--- config.mk ---
export PLATFORM = sky130hd
export DESIGN_NAME = alu_sequencer
export DESIGN_NICKNAME = d
export VERILOG_FILES = /design/src/rtl/alu_pkg.sv /design/src/rtl/alu_flags.sv /design/src/rtl/alu_sequencer.sv
export SDC_FILE = /design/constraint.sdc
export NUM_CORES = 1
export LEC_CHECK = 0
export ABC_AREA = 0
export ABC_CLOCK_PERIOD_IN_PS = 1200
export CAP_MARGIN = 5
export CORE_UTILIZATION = 54
export DETAILED_ROUTE_END_ITERATION = 16
export DONT_BUFFER_PORTS = 1
export PLACE_DENSITY = 0.76
export SYNTH_ARGS = -nofsm -noshare
export SYNTH_HDL_FRONTEND = slang
export SYNTH_SLANG_ARGS = --single-unit
--- constraint.sdc ---
create_clock -name clk -period 1.2 [get_ports clk]
set_input_delay 0.24 -clock clk [delete_from_list [all_inputs] [get_ports clk]]
set_output_delay 0.24 -clock clk [all_outputs]
set_load 0.005 [all_outputs]
--- src/rtl/alu_pkg.sv ---
// Shared opcode constants and sequencer state type for the ALU datapath blocks.
package alu_pkg;

  localparam logic [3:0] OP_AND  = 4'b0000;
  localparam logic [3:0] OP_OR   = 4'b0001;
  localparam logic [3:0] OP_NOT  = 4'b0010;
  localparam logic [3:0] OP_XOR  = 4'b0011;
  localparam logic [3:0] OP_ADD  = 4'b0100;
  localparam logic [3:0] OP_SUB  = 4'b0101;
  localparam logic [3:0] OP_SHL  = 4'b0110;
  localparam logic [3:0] OP_SHR  = 4'b0111;
  localparam logic [3:0] OP_SAL  = 4'b1000;
  localparam logic [3:0] OP_SAR  = 4'b1001;
  localparam logic [3:0] OP_LAST = OP_SAR;

  typedef enum logic [1:0] {
    IDLE  = 2'd0,
    DRIVE = 2'd1,
    RESP  = 2'd2
  } seq_state_t;

endpackage

--- src/rtl/alu_flags.sv ---
// Combinational status flags for an ALU result and the opcode that produced it.
module alu_flags
  import alu_pkg::*;
#(
  parameter int N = 4
) (
  input  logic [N-1:0] y,
  input  logic [3:0]   op,
  output logic         zero,
  output logic         neg,
  output logic         err
);

  assign zero = (y == '0);
  assign neg  = y[N-1];
  // Opcodes above the last defined one still reach the ALU; they are only flagged.
  assign err  = (op > OP_LAST);

endmodule

--- src/rtl/alu_sequencer.sv ---
// Request/response sequencer driving an external combinational ALU.
//
// state | meaning
// IDLE  | ready for a request; on accept, operands and opcode go to the ALU
// DRIVE | ALU inputs stable for one cycle; result captured at the closing edge
// RESP  | response held until the consumer takes it
module alu_sequencer
  import alu_pkg::*;
#(
  parameter int N     = 4,
  parameter int CNT_W = 8
) (
  input  logic             clk,
  input  logic             rst,
  input  logic             req_valid,
  output logic             req_ready,
  input  logic [3:0]       req_op,
  input  logic [N-1:0]     req_a,
  input  logic [N-1:0]     req_b,
  output logic [N-1:0]     alu_a,
  output logic [N-1:0]     alu_b,
  output logic [3:0]       alu_ctrl,
  input  logic [N-1:0]     alu_y,
  output logic             rsp_valid,
  input  logic             rsp_ready,
  output logic [N-1:0]     rsp_y,
  output logic             rsp_zero,
  output logic             rsp_neg,
  output logic             rsp_err,
  output logic [CNT_W-1:0] ops_done
);

  seq_state_t state;
  logic       flag_zero;
  logic       flag_neg;
  logic       flag_err;

  alu_flags #(.N(N)) u_flags (
    .y    (alu_y),
    .op   (alu_ctrl),
    .zero (flag_zero),
    .neg  (flag_neg),
    .err  (flag_err)
  );

  // ALU operands and the response fields are never cleared on completion; they
  // hold until the next accept or capture respectively.
  always_ff @(posedge clk or posedge rst) begin
    if (rst) begin
      state     <= IDLE;
      req_ready <= 1'b1;
      rsp_valid <= 1'b0;
      alu_a     <= '0;
      alu_b     <= '0;
      alu_ctrl  <= '0;
      rsp_y     <= '0;
      rsp_zero  <= 1'b0;
      rsp_neg   <= 1'b0;
      rsp_err   <= 1'b0;
      ops_done  <= '0;
    end else begin
      case (state)
        IDLE: begin
          if (req_valid) begin
            alu_a     <= req_a;
            alu_b     <= req_b;
            alu_ctrl  <= req_op;
            req_ready <= 1'b0;
            state     <= DRIVE;
          end
        end
        DRIVE: begin
          rsp_y     <= alu_y;
          rsp_zero  <= flag_zero;
          rsp_neg   <= flag_neg;
          rsp_err   <= flag_err;
          rsp_valid <= 1'b1;
          state     <= RESP;
        end
        RESP: begin
          if (rsp_ready) begin
            rsp_valid <= 1'b0;
            req_ready <= 1'b1;
            ops_done  <= ops_done + 1'b1;
            state     <= IDLE;
          end
        end
        default: begin
          state     <= IDLE;
          req_ready <= 1'b1;
          rsp_valid <= 1'b0;
        end
      endcase
    end
  end

endmodule

==> impl_results.rst <==
.. list-table::
   :header-rows: 1

   * - Metric
     - Value
   * - RSZ-0062 raised after global routing
     - true
   * - Total power per unit cell area
     - 2573 nW/um2
   * - Prevailing post-synth register cell
     - sky130_fd_sc_hd__dfrtp_1
   * - DIE HEIGHT
     - 50.95 um
   * - Detailed Route Iter0 Violations
     - 2
   * - Maximum frequency from static timing analysis
     - 772.3 MHz
   * - Final clock period utilization by the worst path
     - 107.9%
   * - Number of cell rows
     - 17
   * - Final Hold Fails
     - 0
   * - Placer Congestion
     - 0.6564
   * - Critical Setup Path Class
     - reg -> reg
   * - Initial antenna violation count
     - 0
   * - Clock latency reported for the late side of the worst-skew pair
     - 0.32 ns
   * - Cell at the root of the clock tree
     - sky130_fd_sc_hd__clkbuf_4
   * - Hold Path Class
     - in -> reg
   * - Sequential element share of the synthesized area
     - 58.12%
   * - Crit path launch type
     - flip-flop
   * - Register bit count reported by yosys
     - 30
   * - Wire length of the first global-routing pass
     - 3974 um
   * - Peak fanout along the critical path
     - 7
   * - Arrival time at the worst endpoint
     - 1.51 ns
   * - Critical Path End Type
     - flip-flop
   * - Library cell with the largest summed area after synthesis
     - sky130_fd_sc_hd__dfrtp_1
   * - Layout overhead on the synthesized area
     - 15.57%
   * - Synth cell count leaders
     - sky130_fd_sc_hd__dfrtp_1, sky130_fd_sc_hd__mux2_4
   * - Count of input and output buffers
     - 0
   * - Maximum count of clock buffers along a single path
     - 2
   * - Syn nets
     - 110
   * - EDFF count, synth
     - 0
   * - Final critical-path setup slack
     - -0.09484 ns
   * - Die Area
     - 2595 um2
   * - Clock-pin slew reported for the worst setup and hold paths after clock tree synthesis
     - 0.09 ns
   * - Aggregate global routing overflow
     - 0
   * - Least-Margin Pin Slew
     - 0.4678 ns
   * - Most used standard cell by instance count after synthesis
     - sky130_fd_sc_hd__dfrtp_1
   * - Number of maximum-capacitance violations
     - 0
   * - Pins Over Slew Limit
     - 0
   * - Required time at the endpoint of the critical path
     - 1.41 ns
   * - Largest net degree at the start of global routing
     - 14
   * - Layout fillers
     - 182
   * - Run status
     - finished with violations
   * - Area used by multi-input combinational logic
     - 529.3 um2
   * - Largest delay share family, worst path
     - flip-flops
   * - Cell-by-cell listing of the critical path
     - nor3b_4 -> buf_6 -> mux2_4
   * - Layer with the highest usage
     - met2
   * - Yosys warns
     - 0
   * - Sequential cell area in the final layout
     - 752.0 um2
   * - Standard cell with the maximum stage delay on the critical path
     - sky130_fd_sc_hd__dfrtp_1
   * - Via count of the first global-routing pass
     - 893
   * - P_leak
     - 0.7200 nW
   * - Post-layout total power
     - 0.003846 W
   * - Main area contributors after synthesis
     - sky130_fd_sc_hd__dfrtp_1, sky130_fd_sc_hd__mux2_4, sky130_fd_sc_hd__mux2_1
   * - Fin cells
     - 132
   * - Slew margin rel.
     - 68.78%
   * - TritonCTS clock tree
     - yes
   * - Post-layout min period
     - 1.295 ns
   * - Crit-path max cell delay
     - 0.44 ns
   * - Met3 GRT Util
     - 8.929%
   * - Antenna viol nets, final
     - 0
   * - Final count of negative-setup-slack endpoints
     - 20
   * - Cell area after synthesis
     - 1294 um2
   * - Met1 track demand over resource in global routing
     - 22.40%
   * - Violated checks
     - setup timing
   * - H-Tree Level Count
     - 2
   * - Worst path buffer plus inverter count
     - 1
   * - Vias per cell
     - 5.667
   * - Top-level I/O count
     - 49
   * - Area of the placeable core
     - 2233 um2
   * - Final WL
     - 2327 um
   * - Initial Util
     - 57.93%
   * - HPWL reported at the end of detailed placement
     - 1649 um
   * - CTS buffer count
     - 5
   * - Library cells used by synthesis
     - 27
   * - Max IR drop VDD
     - 1.733 mV
   * - Final core utilization
     - 66.95%
   * - Clock Skew
     - 0.005884 ns
   * - Mean Syn Cell Area
     - 14.54 um2
   * - Global-route usage over all layers
     - 21.94%
   * - Antenna diodes
     - 0
   * - Sinks on the clock net
     - 30
   * - Async SR Flop Fraction
     - 100.0%
   * - Die X-Extent
     - 50.95 um
   * - Cell count after synthesis
     - 89
   * - Number of placed cells counting well taps
     - 121
   * - Synth top area share
     - 56.09%
   * - WL/cell
     - 17.63 um
   * - DR vias
     - 748
   * - Proportion of layout cells with a drive suffix above 1
     - 37.50%
   * - Count of nets after finishing
     - 124
   * - First-pass detailed-route iteration total
     - 2
   * - Global routing usage on met2
     - 37.50%
   * - Remaining design rule violation count
     - 0
-- state kept, by name, summed over array words and instances (netlist names) --
| signal | count |
|---|---|
| rsp_err | 1 |
| rsp_valid | 1 |
| rsp_zero | 1 |
| alu_b | 4 |
| req_ready | 1 |
| state | 2 |
| alu_ctrl | 4 |
| ops_done | 8 |
| alu_a | 4 |
| rsp_y | 4 |
-- layer usage --
metal  up-vias  routed length [um]
met1       371                 813
met3         5                 221
met2        41                1254
met5         -                   0
li1        331                   -
met4         0                  37
-- cell families after synthesis --
logic type | share of synthesized area (%)
mux | 17.41
xor+xnor | 4.739
compound gates | 3.578
buf+inv | 3.965
flops | 58.12
simple gates | 11.22
fa+ha+maj | 0.9670
-- worst paths after layout --
kind                                   from     endpoint  slack, ns  depth (start not counted)
worst max-delay path               state[1]     alu_a[2]      -0.09                          3
worst min-delay path              rsp_ready     state[1]       0.02                          1
worst max register to register     state[1]     alu_a[2]      -0.09                          3
worst min register to register  ops_done[7]  ops_done[7]       0.51                          1
max in group asynchronous               rst  ops_done[3]       0.33                          3
min in group asynchronous               rst     state[1]       0.36                          2
-- placed cells by master (no fill, tap or decap), drive strengths merged --
master and n:
inv 2, xnor2 2, nand2b 2, nand4 2
nor3 2, or4 1, dfstp 1, o21ai 5
o21a 1, a21oi 1, nand2 5, bufinv 1
clkbuf 7, buf 10, dlygate4sd3 1, nand4b 2
nor2 4, nor3b 1, xor2 5, nand3b 1
ha 1, mux2 17, o22a 1, dfrtp 29
-- per-stage QoR --
stage | TNS (ns) | worst slack [ns] | cell area (um2) | hold slack [ns]
2_1_floorplan | -1.457 | -0.1475 | 1294 | 0.3301
3_3_place_gp | -0.4850 | -0.06174 | 1358 | 0.1677
3_5_place_dp | -1.224 | -0.1025 | 1358 | 0.1706
4_1_cts | -1.877 | -0.1214 | 1524 | 0.02383
5_1_grt | -2.228 | -0.1332 | 1495 | 0.01628
6_report | -1.086 | -0.09484 | 1495 | 0.02147
-- area by class of cell --
class / count / area share, %
sequential: 30 / 50.29
timing repair buffer: 11 / 6.444
clock inverter: 1 / 2.008
inverter: 2 / 0.5021
tap: 28 / 2.343
multi-input combinational: 53 / 35.40
clock buffer: 7 / 3.013
-- power by group --
group          switching [W]  internal, W  total (W)
sequential          0.000417      0.00145    0.00187
clock               0.000322     0.000442   0.000764
combinational       0.000460     0.000755    0.00122
-- repair_timing --
action / 4_1_cts / 5_1_grt
setup endpoints to repair: 21 / 25
pin swaps: 5 / 3
hold buffers: 1 / 0
gates cloned: 1 / 0
buffers inserted: 3 / 1
resized for setup: 8 / 6
endpoints found under the hold margin: 10 / 0
Note: power is estimated with default switching activity, not from simulation.
==> variant 1, RTL diff (same flow settings) <==
Change the parameter `CNT_W` from 8 to 6.
--- a/src/rtl/alu_sequencer.sv
+++ b/src/rtl/alu_sequencer.sv
@@ -10,3 +10,3 @@
   parameter int N     = 4,
-  parameter int CNT_W = 8
+  parameter int CNT_W = 6
 ) (
Interface: changed (resized ops_done); port bits go from 49 to 47. No check against the original RTL was run, so the function may have changed too.
==> variant 1 against the unedited design <==
  * The run still ends with setup timing left
  * Count of clock-buffer cells in the layout down 3
  * Routed wire length down 24%
  * Core utilization down 2.1 points
  * Sequential cell count down 2
  * Worst setup slack worse by 0.011 ns
  * Area after synthesis down 12%
  * Synthesized cell count down 11%
  * Global-route usage down 5.2 points
  * Final area down 15%
  * Combinational power down 19%
  * Clock power down 43%
  * Total power down 17%
  * Largest power group unchanged
==> variant 1: results (changes against the unedited design) <==
INFO  clocking       cts-buffers-inserted=3 [-2]
INFO  yosys          synthesis.nets=100 [-9.1%]
INFO  global_route   grt_max_degree=29 [+15]
INFO  route          route.vias.total=645 [-14%]
INFO  run_status     violated_checks=setup timing
INFO  route          routed_wire_length_per_instance=15.5µm [-12%]
INFO  global_route   grt.total_usage=0.167 [-0.0524]
INFO  timing         postLayoutSetupSlackWorst=-0.106ns [-0.0107 ns]
INFO  run_status     outcome=finished, violations left
INFO  yosys          share_of_the_synthesized_area_in_compound_gates_ao_oa_aoi_oai=0.0407 [+0.00497]
INFO  cells_and_area n_clock_buffer=4 [-3]
INFO  cells_and_area post_route_cells_drive_above_1_share=0.386 [+0.0114]
INFO  global_route   grt_util_met1=0.200 [-0.0240]
INFO  worst_setup_path crit_path_start=state[0]
INFO  worst_setup_path critical_path.max_fanout=13 [+6]
INFO  place          dpl_worst_slack=-0.0963ns [+0.00616 ns]
INFO  yosys          synth.top_cells.by_area=sky130_fd_sc_hd__dfrtp_1 (59%), sky130_fd_sc_hd__mux2_2 (17%), sky130_fd_sc_hd__xnor2_1 (3.9%)
INFO  cells_and_area final_net_count=110 [-11%]
INFO  global_route   first_global_vias=633 [-29%]
INFO  timing         setup-violations-final=15 [-25%]
INFO  cells_and_area seq_cell_count=28 [-6.7%]
INFO  yosys          synth_seq_area_share=0.618 [+0.0366]
INFO  clocking       cts_max_level=1 [-1]
INFO  cells_and_area nMultiInputCombCells=45 [-15%]
INFO  global_route   grtUsageMet3=0.0642 [-0.0251]
INFO  clocking       cts_setup_buffers=1 [-2]
INFO  place          dpl.hpwl=1280µm [-22%]
INFO  cells_and_area bufAreaShareNonClock=0.0649 [+0.000461]
INFO  global_route   grt_util_met2=0.270 [-0.105]
INFO  cells_and_area seq_area=703µm² [-6.5%]
INFO  clocking       clk_pin_slew=0.14ns [+0.05 ns]
INFO  cells_and_area non_clock_buffer_count=9 [-2]
INFO  power_and_ir_drop p_leak=0.000558µW [-23%]
INFO  cells_and_area fillers=156 [-14%]
INFO  cells_and_area multiInputGateArea=409µm² [-23%]
## variant 1: report_power, final
group / leakage (µW) / total [µW] / switching [µW] / internal [µW]
logic: 0.000201 / 992 / 360 / 632
registers: 0.000336 / 1760 / 374 / 1380
clock network: 0.0000210 / 436 / 251 / 185
total: 0.000558 / 3190 / 985 / 2200
## variant 1: path summary, 6_finish.rpt
| kind | endpoint | slack (ns) | cells after the start |
|---|---|---|---|
| max in group asynchronous | req_ready | 0.50 | 3 |
| worst max-delay path | alu_b[1] | -0.11 | 3 |
| worst max register to register | alu_b[1] | -0.11 | 3 |
| worst min register to register | ops_done[5] | 0.51 | 1 |
| min in group asynchronous | alu_a[2] | 0.40 | 3 |
| worst min-delay path | state[1] | 0.02 | 1 |
## variant 1: layer usage
layer	vias up	part of all wire
met5	-	0
met4	0	0
met3	0	0.089
met2	28	0.51
met1	324	0.40
li1	293	-
==> variant 2, RTL diff (config.mk and constraints unchanged) <==
Without the edit above. Encoding of `seq_state_t`: now one-hot (3 bits for 3 states).
--- a/src/rtl/alu_pkg.sv
+++ b/src/rtl/alu_pkg.sv
@@ -15,6 +15,6 @@
 
-  typedef enum logic [1:0] {
-    IDLE  = 2'd0,
-    DRIVE = 2'd1,
-    RESP  = 2'd2
+  typedef enum logic [2:0] {
+    IDLE  = 3'b001,
+    DRIVE = 3'b010,
+    RESP  = 3'b100
   } seq_state_t;
Function: same outputs for any inputs over 10 cycles, from zero or initial values and one cycle with rst high; not proved beyond that.
==> variant 2 against the unedited design <==
  * The run still ends with setup timing left
  * Count of clock-buffer cells in the layout unchanged
  * Sequential cell count rose by 1
  * Global-route usage up 1.1 points
  * Worst setup slack worse by 0.098 ns
  * Die area increased by 1.7%
  * Final area rose by 12%
  * Critical path depth unchanged
  * Final cell count increased by 11%
  * Total power down 1.1%
  * Hold slack improved by 0.022 ns
  * Combinational power increased by 14%
  * Routed wire length increased by 12%
  * Area after synthesis increased by 1.7%
  * Critical path type unchanged
  * Largest power group unchanged
==> variant 2: results (changes against the unedited design) <==
INFO  run_status     outcome=finished, violations left
INFO  run_status     violated_checks=setup timing
INFO  timing         postLayoutSetupSlackWorst=-0.193ns [-0.0980 ns]
INFO  yosys          synth_seq_area_share=0.591 [+0.0100]
INFO  global_route   first_pass_grt_wire_length=4120µm [+3.6%]
INFO  route          detail_route.wirelength.met1=1030µm [+27%]
INFO  yosys          netlist-cell-type-count=33 [+22%]
INFO  worst_setup_path worst_path_largest_cell_delay=0.46ns [+0.02 ns]
INFO  power_and_ir_drop p_leak=0.000807µW [+12%]
INFO  global_route   grtUsageMet3=0.0833 [-0.00595]
INFO  power_and_ir_drop vdd_drop_max=1.85mV [+6.5%]
INFO  place          place_area=0.00148mm² [+9.2%]
INFO  yosys          synthesis.nets=117 [+6.4%]
INFO  timing         timing.max_slew.rel_slack=0.702 [+0.0139]
INFO  route          route.met2.wl=1320µm [+5.3%]
INFO  place          dpl_worst_slack=-0.229ns [-0.126 ns]
INFO  worst_setup_path critical_path.slowest_cell=sky130_fd_sc_hd__dfrtp_2
INFO  yosys          synth_commonest_cells=sky130_fd_sc_hd__dfrtp_1 (29), sky130_fd_sc_hd__mux2_2 (17), sky130_fd_sc_hd__nand2_1 (6), sky130_fd_sc_hd__xor2_1 (4)
INFO  worst_setup_path critPathArrivalTime=1.61ns [+0.10 ns]
INFO  timing         final.setup.tns=-3.64ns [-2.56 ns]
INFO  route          met3WireLength=176µm [-20%]
INFO  timing         setup-violations-final=27 [+35%]
INFO  yosys          synthesis.area_per_instance=13.7µm² [-5.7%]
INFO  global_route   grt_max_degree=13 [-1]
INFO  timing         finalHoldWorstSlack=0.0438ns [+0.0224 ns]
INFO  cells_and_area final_net_count=138 [+11%]
INFO  route          first_iter_violations=7 [+5]
INFO  cells_and_area fillers=164 [-9.9%]
INFO  place          dpl.hpwl=1880µm [+14%]
INFO  worst_setup_path reg2reg_to=alu_ctrl[1]
INFO  worst_hold_path hold_path.startpoint=alu_y[0]
INFO  route          vias_per_cell=5.71 [+0.68%]
INFO  global_route   grt_util_met2=0.351 [-0.0244]
-- variant 2: cells by family (layout without fill, tap and decap cells) --
logic type               count (synthesis)  after routing  synth area share
buffers and inverters                    8             30            0.0437
multiplexers                            17             17             0.145
XOR/XNOR                                 7              7            0.0466
flip-flops                              31             31             0.591
AO/OA/AOI/OAI                            8              8            0.0399
adder cells (fa/ha/maj)                  1              1           0.00950
AND/OR/NAND/NOR                         24             24             0.124
-- variant 2: how the worst max path moves through the flow --
stage	startpoint	to	slack, ns	cells past startpoint
floorplan	state[0]	alu_a[3]	-0.23	4
global placement	state[0]	alu_ctrl[3]	-0.18	3
detailed placement	state[1]	alu_ctrl[1]	-0.23	3
CTS	state[0]	alu_ctrl[1]	-0.20	3
global route	state[0]	alu_ctrl[1]	-0.24	3
finish	state[1]	alu_ctrl[1]	-0.19	3
-- variant 2: metrics by stage --
step                total power, µW  utilization
floorplan                      2660            -
global placement               2950        0.658
detailed placement             3030        0.658
CTS                            3790        0.726
global route                   4050        0.745
finish                         3800        0.745
-- variant 2: final cells by class --
class	count	area share
multi-input cells	57	0.381
flip-flops and latches	31	0.464
well taps	28	0.0209
clock buffers	7	0.0268
inverters	3	0.00671
repair buffers	19	0.0976
clock inverters	1	0.00298
-- variant 2: where the power goes --
part | total, µW | leakage, µW | internal (µW) | switching [µW]
sequential | 1850 | 0.000383 | 1480 | 373
clock | 558 | 0.0000293 | 228 | 330
combinational | 1390 | 0.000394 | 897 | 497
total | 3800 | 0.000807 | 2600 | 1200
-- variant 2: repair_timing --
item | CTS | global route
hold endpoints to repair | 7 | 0
resized for setup | 19 | 6
setup buffers | 2 | 0
hold buffers | 1 | 0
pin swaps | 9 | 0
setup endpoints to repair | 27 | 31
